[config.mk]
export PLATFORM = sky130hd
export DESIGN_NAME = stream_serializer
export DESIGN_NICKNAME = d
export VERILOG_FILES = /design/src/rtl/ser_pkg.sv /design/src/rtl/ser_frame_buf.sv /design/src/rtl/stream_serializer.sv
export SDC_FILE = /design/constraint.sdc
export NUM_CORES = 1
export LEC_CHECK = 0
export CAP_MARGIN = 20
export CORE_UTILIZATION = 45
export CTS_BUF_LIST = sky130_fd_sc_hd__clkbuf_4
export DETAILED_ROUTE_END_ITERATION = 16
export PLACE_DENSITY = 0.74
export SYNTH_ARGS = -nofsm -noshare
export SYNTH_HDL_FRONTEND = slang
export SYNTH_HIERARCHICAL = 1
export SYNTH_SLANG_ARGS = --single-unit
export TNS_END_PERCENT = 50
[constraint.sdc]
create_clock -name clk -period 7.3 [get_ports clk]
set_clock_uncertainty 0.2 [all_clocks]
set_input_delay 2.19 -clock clk [delete_from_list [all_inputs] [get_ports clk]]
set_output_delay 2.19 -clock clk [all_outputs]
set_load 0.01 [all_outputs]
[src/rtl/ser_pkg.sv]
// ser_pkg: shared state type, default geometry and frame-length saturation for stream_serializer.
package ser_pkg;
    typedef enum logic {IDLE, SHIFT} ser_state_e;
    localparam int DEF_DATA_W = 32;
    localparam int DEF_LANES  = 16;
    // A zero or over-long request emits the whole frame; there is no wrap past the top lane.
    function automatic int eff_len(input int len, input int lanes);
        return (len == 0 || len > lanes) ? lanes : len;
    endfunction
endpackage

[src/rtl/ser_frame_buf.sv]
// ser_frame_buf: frame register holding lane data and effective length, with load and sync clear.
module ser_frame_buf
    import ser_pkg::*;
#(
    parameter int DATA_W = DEF_DATA_W,
    parameter int LANES  = DEF_LANES,
    parameter int LEN_W  = $clog2(LANES + 1)
) (
    input  logic                     clk,
    input  logic                     rst_n,
    input  logic                     clr,
    input  logic                     load,
    input  logic signed [DATA_W-1:0] d_data [LANES],
    input  logic        [LEN_W-1:0]  d_len,
    output logic signed [DATA_W-1:0] q_data [LANES],
    output logic        [LEN_W-1:0]  q_len
);
    logic signed [DATA_W-1:0] data_q [LANES];
    logic signed [DATA_W-1:0] data_d [LANES];
    logic [LEN_W-1:0] len_q, len_d;
    always_comb begin
        data_d = data_q;
        len_d  = len_q;
        if (clr) begin
            data_d = '{default: '0};
            len_d  = '0;
        end else if (load) begin
            data_d = d_data;
            len_d  = d_len;
        end
    end
    always_ff @(posedge clk or negedge rst_n) begin
        if (!rst_n) begin
            data_q <= '{default: '0};
            len_q  <= '0;
        end else begin
            data_q <= data_d;
            len_q  <= len_d;
        end
    end
    assign q_data = data_q;
    assign q_len  = len_q;
endmodule

[src/rtl/stream_serializer.sv]
// stream_serializer: frame-in, word-per-beat-out serializer with last flag, runtime length and lane order.
// Define SERIALIZER_PRELOAD_EN to add a shadow frame buffer for zero-bubble back-to-back frames.
module stream_serializer
    import ser_pkg::*;
#(
    parameter int DATA_W    = DEF_DATA_W,
    parameter int LANES     = DEF_LANES,
    parameter bit LSB_FIRST = 1'b1,
    parameter int LEN_W     = $clog2(LANES + 1)
) (
    input  logic                     clk,
    input  logic                     rst_n,
    input  logic                     clr,
    input  logic                     in_valid,
    output logic                     in_ready,
    input  logic signed [DATA_W-1:0] i_data [LANES],
    input  logic        [LEN_W-1:0]  i_len,
    output logic                     out_valid,
    input  logic                     out_ready,
    output logic signed [DATA_W-1:0] o_data,
    output logic                     o_last,
    output logic                     busy
);
    localparam int IDX_W = $clog2(LANES);
    ser_state_e state_q, state_d;
    logic [IDX_W-1:0] k_q, k_d, lane;
    logic signed [DATA_W-1:0] act_data [LANES];
    logic signed [DATA_W-1:0] ld_data [LANES];
    logic [LEN_W-1:0] act_len, ld_len, in_len;
    logic sh_full, accept, xfer, last, go_next, act_load_in, act_load_sh;
    assign in_len      = LEN_W'(eff_len(int'(i_len), LANES));
    assign accept      = in_valid && in_ready && !clr;
    assign xfer        = state_q == SHIFT && out_ready;
    assign last        = LEN_W'(k_q) + LEN_W'(1) == act_len;
    assign go_next     = xfer && last;
    // The active frame reloads from the input in IDLE or when a frame ends with no shadow waiting.
    assign act_load_in = accept && (state_q == IDLE || (go_next && !sh_full));
    assign act_load_sh = go_next && sh_full;
    ser_frame_buf #(.DATA_W(DATA_W), .LANES(LANES), .LEN_W(LEN_W)) u_act (
        .clk    (clk),
        .rst_n  (rst_n),
        .clr    (clr),
        .load   (act_load_in || act_load_sh),
        .d_data (ld_data),
        .d_len  (ld_len),
        .q_data (act_data),
        .q_len  (act_len)
    );
`ifdef SERIALIZER_PRELOAD_EN
    logic signed [DATA_W-1:0] sh_data [LANES];
    logic [LEN_W-1:0] sh_len;
    logic sh_full_q, sh_full_d, sh_load;
    assign sh_load  = accept && state_q == SHIFT && !go_next;
    assign sh_full  = sh_full_q;
    assign in_ready = !sh_full_q;
    ser_frame_buf #(.DATA_W(DATA_W), .LANES(LANES), .LEN_W(LEN_W)) u_sh (
        .clk    (clk),
        .rst_n  (rst_n),
        .clr    (clr),
        .load   (sh_load),
        .d_data (i_data),
        .d_len  (in_len),
        .q_data (sh_data),
        .q_len  (sh_len)
    );
    always_comb begin
        ld_data   = i_data;
        ld_len    = in_len;
        sh_full_d = clr ? 1'b0 : sh_load ? 1'b1 : act_load_sh ? 1'b0 : sh_full_q;
        if (act_load_sh) begin
            ld_data = sh_data;
            ld_len  = sh_len;
        end
    end
    always_ff @(posedge clk or negedge rst_n) begin
        if (!rst_n) sh_full_q <= 1'b0;
        else        sh_full_q <= sh_full_d;
    end
`else
    assign sh_full  = 1'b0;
    assign in_ready = state_q == IDLE;
    assign ld_data  = i_data;
    assign ld_len   = in_len;
`endif
    always_comb begin
        state_d = state_q;
        k_d     = k_q;
        if (clr) begin
            state_d = IDLE;
            k_d     = '0;
        end else if (act_load_in || act_load_sh) begin
            state_d = SHIFT;
            k_d     = '0;
        end else if (go_next) begin
            state_d = IDLE;
            k_d     = '0;
        end else if (xfer) begin
            k_d = k_q + 1'b1;
        end
    end
    always_ff @(posedge clk or negedge rst_n) begin
        if (!rst_n) begin
            state_q <= IDLE;
            k_q     <= '0;
        end else begin
            state_q <= state_d;
            k_q     <= k_d;
        end
    end
    // Outputs decode flops only, so nothing on in_* reaches out_* combinationally.
    assign lane      = LSB_FIRST ? k_q : IDX_W'(LANES - 1) - k_q;
    assign o_data    = act_data[lane];
    assign out_valid = state_q == SHIFT;
    assign busy      = out_valid;
    assign o_last    = out_valid && last;
endmodule
==> results.toml, run 1 <==
[timing]
rsz0062_at_grt = "no"
setup_tns_ns = 0
max_slew_margin_pct = 13.8
worst_slew_pin_slew_ns = 1.29
setup_violations = 0
hold_viol = 0
slew_viol_final = 0
fin_crit_sh_pct = 90.0
fin_crit_ns = 6.57
max_clock_freq_mhz = 152

[yosys]
yosysSeqAreaShare_pct = 51.4
syn_inst = 2163
synth_nets = 2687
synth.avg_cell_area_um2 = 11.8
netlist_area_um2 = 25400
synth_cell_types = 31
synth_top_area_share_pct = 51.4
synth_seq_cells = 522
ys_warn_count = 6
netlist_top_cells_area = "dfrtp_1, mux2i_1, nor2_1, mux4_2, mux2_2"
synth_top_area_cell = "dfrtp_1"

[grt]
grt_usage_pct = 31.4
antenna_found_initial = 27
grt_max_degree = 218
grt_pass1_vias = 20300
grt-ovfl-total = 0
grt_first_pass_wirelength_um = 130000

[cells_and_area]
final_common_cell = "mux2i_1"
drive_gt1_share_pct = 12.8
final_core_util_pct = 59.8
syn_to_final_growth_pct = 30.3
mostFrequentLayoutCells = "mux2i_1, clkdlybuf4s50_1, nor2_1"
fin_nets = 3244

[critical_path]
reg2regPathDepth = 7
cp_max_fo = 42
endpoint_kind = "primary output"
start_kind = "register"
crit_type = "register to primary output"
crit_required_ns = 4.91
arrival_ns = 4.18

[job]
maxCapViolCount = 0

[cts]
path_clk_slew_ns = 0.06
cts_setup_buffers = 0
cts_root_buf = "clkbuf_4"
clock_sinks = 522
clk_latency_ns = 1.00
cts_max_path_buffers = 3
hold_buffers = 0
cts_tree = "built"
htreeDepth = 4
cts_buffers = 147
cts_resized = 0

[floorplanning]
dieArea_um2 = 57500
ios = 558
dieWidth_um = 240
num_rows = 86
core_um2 = 55400
die_h_um = 240
start_util_pct = 45.9

[pwr]
total_leakage_power_nw = 14.1
power_density_nw_per_um2 = 204
irDropWorstVdd_v = 0.000128
power_w = 0.00677

[route]
drt-initial-drc-count = 1876
postRouteAntennaNets = 0
wl_per_cell_um = 25.0
drc = 0
avgViaCountPerCell = 5.49
wl_um = 89800
drt-pass1-iter-count = 5
vias = 19700

[placement]
gp_congestion = 0.950
portBuffers = 557
place_hpwl_um = 65100

[run_status]
status = "complete, no violations"

[hold_path]
hold_depth = 2
hold_class = "register to register"
[state kept, by name, indices dropped and copies added (netlist names)]
signal and flops:
u_act/q_data 512, u_act/q_len 5, k_q 4, busy 1
[cell type report]
class / instances / area (um2)
Antenna cell: 27 / 67.6
Sequential cell: 522 / 13100
Multi-Input combinational cell: 1466 / 11300
Fill cell: 4636 / 22300
Timing Repair Buffer: 580 / 5870
Clock inverter: 25 / 161
Tap cell: 748 / 936
Inverter: 3 / 11.3
Clock buffer: 226 / 1700
[stage by stage]
step	area (um2)	std cells	setup WS [ns]	hold slack (ns)
5_1_grt	33100	3589	0.538	0.339
2_1_floorplan	25400	2163	3.33	0.280
3_3_place_gp	31200	3318	1.66	0.296
6_report	33100	3597	0.731	0.316
4_1_cts	33000	3569	0.610	0.321
3_5_place_dp	31200	3318	1.71	0.307
[cells in the mapped netlist]
library cell    n
a2111o_1        1
a21oi_1        35
a221oi_1       32
a22oi_1        33
a31oi_1         1
and2_1          1
and4b_1         1
buf_1           1
buf_2          16
buf_4          45
buf_6          30
clkbuf_1       80
dfrtp_1       522
ha_1            2
inv_1           3
mux2_2         32
mux2i_1       613
mux4_2         64
nand2_1        41
nand2b_1        1
nand3_1         2
nand4_1         1
nor2_1        522
nor2b_1         8
nor3_1          1
nor3b_1         2
o21ai_0        66
o22ai_1         1
or4_1           1
xnor2_1         3
xor2_1          2
[final timing paths]
path                                               from                            end  slack [ns]
min in group asynchronous                         rst_n  u_act/q_data[357]$_DFFE_PN0P_        0.89
hold reg to reg            u_act/q_data[29]$_DFFE_PN0P_   u_act/q_data[29]$_DFFE_PN0P_        0.32
setup reg to reg                       busy$_DFFE_PN0P_   u_act/q_data[99]$_DFFE_PN0P_        4.32
hold / removal             u_act/q_data[29]$_DFFE_PN0P_   u_act/q_data[29]$_DFFE_PN0P_        0.32
setup / recovery                     k_q[2]$_DFFE_PN0P_                     o_data[15]        0.73
max in group asynchronous                         rst_n  u_act/q_data[478]$_DFFE_PN0P_        4.59
[routing by layer]
metal | wire, um | part of all wire [%] | vias to the layer above | global-route usage [%]
met3 | 7050 | 7.8 | 194 | 9.69
li1 | - | - | 8797 | -
met1 | 36500 | 41 | 9904 | 39.5
met4 | 4190 | 4.7 | 12 | 17.2
met2 | 42000 | 47 | 834 | 48.2
met5 | 78 | 0.087 | - | 0
[kinds of logic after synthesis]
| family | Yosys count | share of synthesized area, % |
|---|---|---|
| multiplexers | 709 | 31.2 |
| AND/OR/NAND/NOR | 581 | 8.77 |
| flip-flops | 522 | 51.4 |
| buffers and inverters | 175 | 4.21 |
| AO/OA/AOI/OAI | 169 | 4.16 |
| XOR/XNOR | 5 | 0.172 |
| adder cells (fa/ha/maj) | 2 | 0.0984 |
[worst max-delay path, cell delays in order (launching register included)]
cell	delay [ns]
dfrtp_1	0.32
buf_4	0.40
nor2b_4	0.93
buf_4	0.41
a221oi_1	0.20
o21ai_0	0.21
nand2_1	0.18
clkdlybuf4s50_1	0.55
[where the power goes]
group	internal (W)	switching, W
sequential	0.00301	0.0000806
combinational	0.000491	0.000438
clock	0.00147	0.00128
Power figures use the tool's default switching activity.
==> run 2: changes to the inputs <==
--- a/config.mk
+++ b/config.mk
@@ -6,12 +6,13 @@
 export NUM_CORES = 1
 export LEC_CHECK = 0
 export CAP_MARGIN = 20
+export CORE_MARGIN = 2
 export CORE_UTILIZATION = 45
 export CTS_BUF_LIST = sky130_fd_sc_hd__clkbuf_4
 export DETAILED_ROUTE_END_ITERATION = 16
-export PLACE_DENSITY = 0.74
+export HOLD_SLACK_MARGIN = 0.15
+export PLACE_DENSITY = 0.76
 export SYNTH_ARGS = -nofsm -noshare
 export SYNTH_HDL_FRONTEND = slang
-export SYNTH_HIERARCHICAL = 1
 export SYNTH_SLANG_ARGS = --single-unit
 export TNS_END_PERCENT = 50
==> run 2 against run 1 <==
Global-route usage decreased by 0.42 points. Register-to-register slack got worse by 0.11 ns. Critical path depth stayed put. Clock-buffer cell count shrank 21. Fmax down 2.5%. Die area decreased by 9.7%. Combinational power is 2.8% lower. Worst hold slack worse by 0.015 ns. Core utilization is 1.3 points higher. First-iteration DRC count shrank 2.4%. Sequential power up 3%. Area after synthesis down 11%.
==> results.toml, run 2 <==
[route]
avgViaCountPerCell = 6.05
drt-initial-drc-count = 1831
wl_per_cell_um = 26.8
drc = 0
vias = 18100
drt-pass1-iter-count = 5
postRouteAntennaNets = 0
wl_um = 80100

[critical_path]
cp_common_cell = "o21ai_0"
path_cells = "buf_12 -> mux2_2 -> o21ai_0 -> a21oi_1 -> o21ai_0 -> nand2_1 -> clkdlybuf4s50_1"
crit_path_max_incr_delay_ns = 0.95
slowest_stage = "dfrtp_4"
endpoint_kind = "primary output"
arrival_ns = 4.34
start_kind = "register"
crit_required_ns = 4.91
crit_type = "register to primary output"
crit_family = "buffers and inverters"
cp_max_fo = 74
cp_num_buf_inv = 2

[job]
maxCapViolCount = 0

[cells_and_area]
fin_nets = 2713
largest_register_ffs = 512
multi_input_area_um2 = 8740
finalInstanceArea_um2 = 30400
drive_gt1_share_pct = 15.4
syn_to_final_growth_pct = 34.8
fill_cells = 3916
final_common_cell = "clkdlybuf4s50_1"
seq_area_um2 = 13100
mostFrequentLayoutCells = "clkdlybuf4s50_1, dfrtp_1, a22o_1"

[timing]
fin_crit_sh_pct = 92.3
setup_tns_ns = 0
slew_viol_final = 0
max_slew_margin_pct = 15.0
max_clock_freq_mhz = 148
worst_slew_pin_slew_ns = 1.27
rsz0062_at_grt = "no"
fin_crit_ns = 6.73
setup_violations = 0
hold_viol = 0

[cts]
cts_buffers = 142
cts_resized = 0
cts_tree = "built"
cts_root_buf = "clkbuf_4"
htreeDepth = 4
cts_setup_buffers = 0
cts_max_path_buffers = 3
hold_buffers = 0
clock_sinks = 522
path_clk_slew_ns = 0.06
clk_latency_ns = 0.94

[placement]
gp_congestion = 0.902
placed_area_um2 = 28500
place_hpwl_um = 55900
portBuffers = 557

[yosys]
yosysMostFrequentCell = "dfrtp_1"
synth_edf_count = 0
synth_top_area_share_pct = 57.9
ys_warn_count = 0
ys.flop_type = "dfrtp_1"
syn_inst = 1634
yosysSeqAreaShare_pct = 57.9
synth_top_area_cell = "dfrtp_1"
synth.avg_cell_area_um2 = 13.8
synth_seq_cells = 522
async_reset_ff_share_pct = 100
synth_nets = 2158
synthTopCellsByCount = "dfrtp_1, a22o_1, mux2i_1"
netlist_top_cells_area = "dfrtp_1, a22o_1, mux4_2, mux2i_1, buf_2"
synth_cell_types = 39
netlist_area_um2 = 22500

[floorplanning]
start_util_pct = 45.3
die_h_um = 228
dieArea_um2 = 51900
core_um2 = 49800
dieWidth_um = 228
ios = 558
num_rows = 82

[grt]
grt_max_degree = 248
grt-ovfl-total = 0
grt_usage_pct = 31.0
grt_first_pass_wirelength_um = 120000
antenna_found_initial = 29
grt_pass1_vias = 18700

[pwr]
total_leakage_power_nw = 13.5
irDropWorstVdd_v = 0.000112
power_density_nw_per_um2 = 221

[hold_path]
hold_class = "register to register"

[run_status]
status = "complete, no violations"
run 2: cell types whose count changed after synthesis, moves of 7 or more:
cell / change
nor2_1: -519
mux2i_1: -517
a22o_1: +516
buf_2: +59
buf_4: -37
buf_6: -30
buf_1: +8
nand2_1: -7
nor2b_1: -7
run 2: where the power goes:
part / leakage [nW] / internal (W) / switching [W]
clock: 1.05 / 0.00136 / 0.00126
combinational: 5.37 / 0.000507 / 0.000397
sequential: 7.02 / 0.00306 / 0.000118
run 2: logic make-up (layout without fill, tap and decap cells):
| group | after synthesis | in the layout | synth area share [%] |
|---|---|---|---|
| buf+inv | 172 | 827 | 3.41 |
| other cells | 0 | 27 | 0 |
| compound gates | 686 | 686 | 24.9 |
| simple gates | 53 | 53 | 1.11 |
| flops | 522 | 522 | 57.9 |
| mux | 193 | 193 | 12.3 |
| fa+ha+maj | 2 | 2 | 0.111 |
| xor+xnor | 6 | 6 | 0.233 |
run 2: path summary, 6_finish.rpt:
check,from,to,slack (ns),cells after the start
max,k_q[0]$_DFFE_PN0P_,o_data[22],0.57,7
min,u_act.q_data[464]$_DFFE_PN0P_,u_act.q_data[464]$_DFFE_PN0P_,0.30,1
max reg2reg,k_q[0]$_DFFE_PN0P_,k_q[3]$_DFFE_PN0P_,4.21,6
min reg2reg,u_act.q_data[464]$_DFFE_PN0P_,u_act.q_data[464]$_DFFE_PN0P_,0.30,1
max in group asynchronous,rst_n,u_act.q_data[225]$_DFFE_PN0P_,4.37,2
min in group asynchronous,rst_n,u_act.q_data[320]$_DFFE_PN0P_,1.12,1
run 2: metrics by stage:
| stage | util [%] | std cells | setup slack [ns] | power [W] | hold WS (ns) |
|---|---|---|---|---|---|
| global route | 61.1 | 2986 | 0.386 | 0.00699 | 0.313 |
| floorplan | - | 1634 | 3.18 | 0.00358 | 0.267 |
| global placement | 57.3 | 2716 | 1.60 | 0.00411 | 0.282 |
| finish | 61.1 | 2988 | 0.565 | 0.00670 | 0.301 |
| detailed placement | 57.3 | 2716 | 1.62 | 0.00413 | 0.285 |
| CTS | 60.9 | 2960 | 0.504 | 0.00675 | 0.303 |
run 2: layout make-up:
cell class	count	share of cell area [%]
timing repair buffer	581	19.4
antenna	27	0.222
tap	672	2.77
sequential	522	43.0
multi-input combinational	940	28.8
clock buffer	205	5.06
clock inverter	39	0.712
inverter	2	0.0247
run 2: per-layer routing:
layer | track usage (%) | vias up | routed length [um]
met4 | 15.5 | 6 | 2790
met5 | 0 | - | 38
li1 | - | 7718 | -
met1 | 41.3 | 9286 | 32800
met3 | 7.79 | 134 | 6380
met2 | 47.3 | 936 | 38000
run 2: worst register-to-register path: stages (launching register included):
cell      delay, ns
dfrtp_4        0.95
buf_4          0.55
xnor2_1        0.15
a211o_1        0.32
a211oi_4       0.34
nor2_2         0.11
a311o_1        0.36
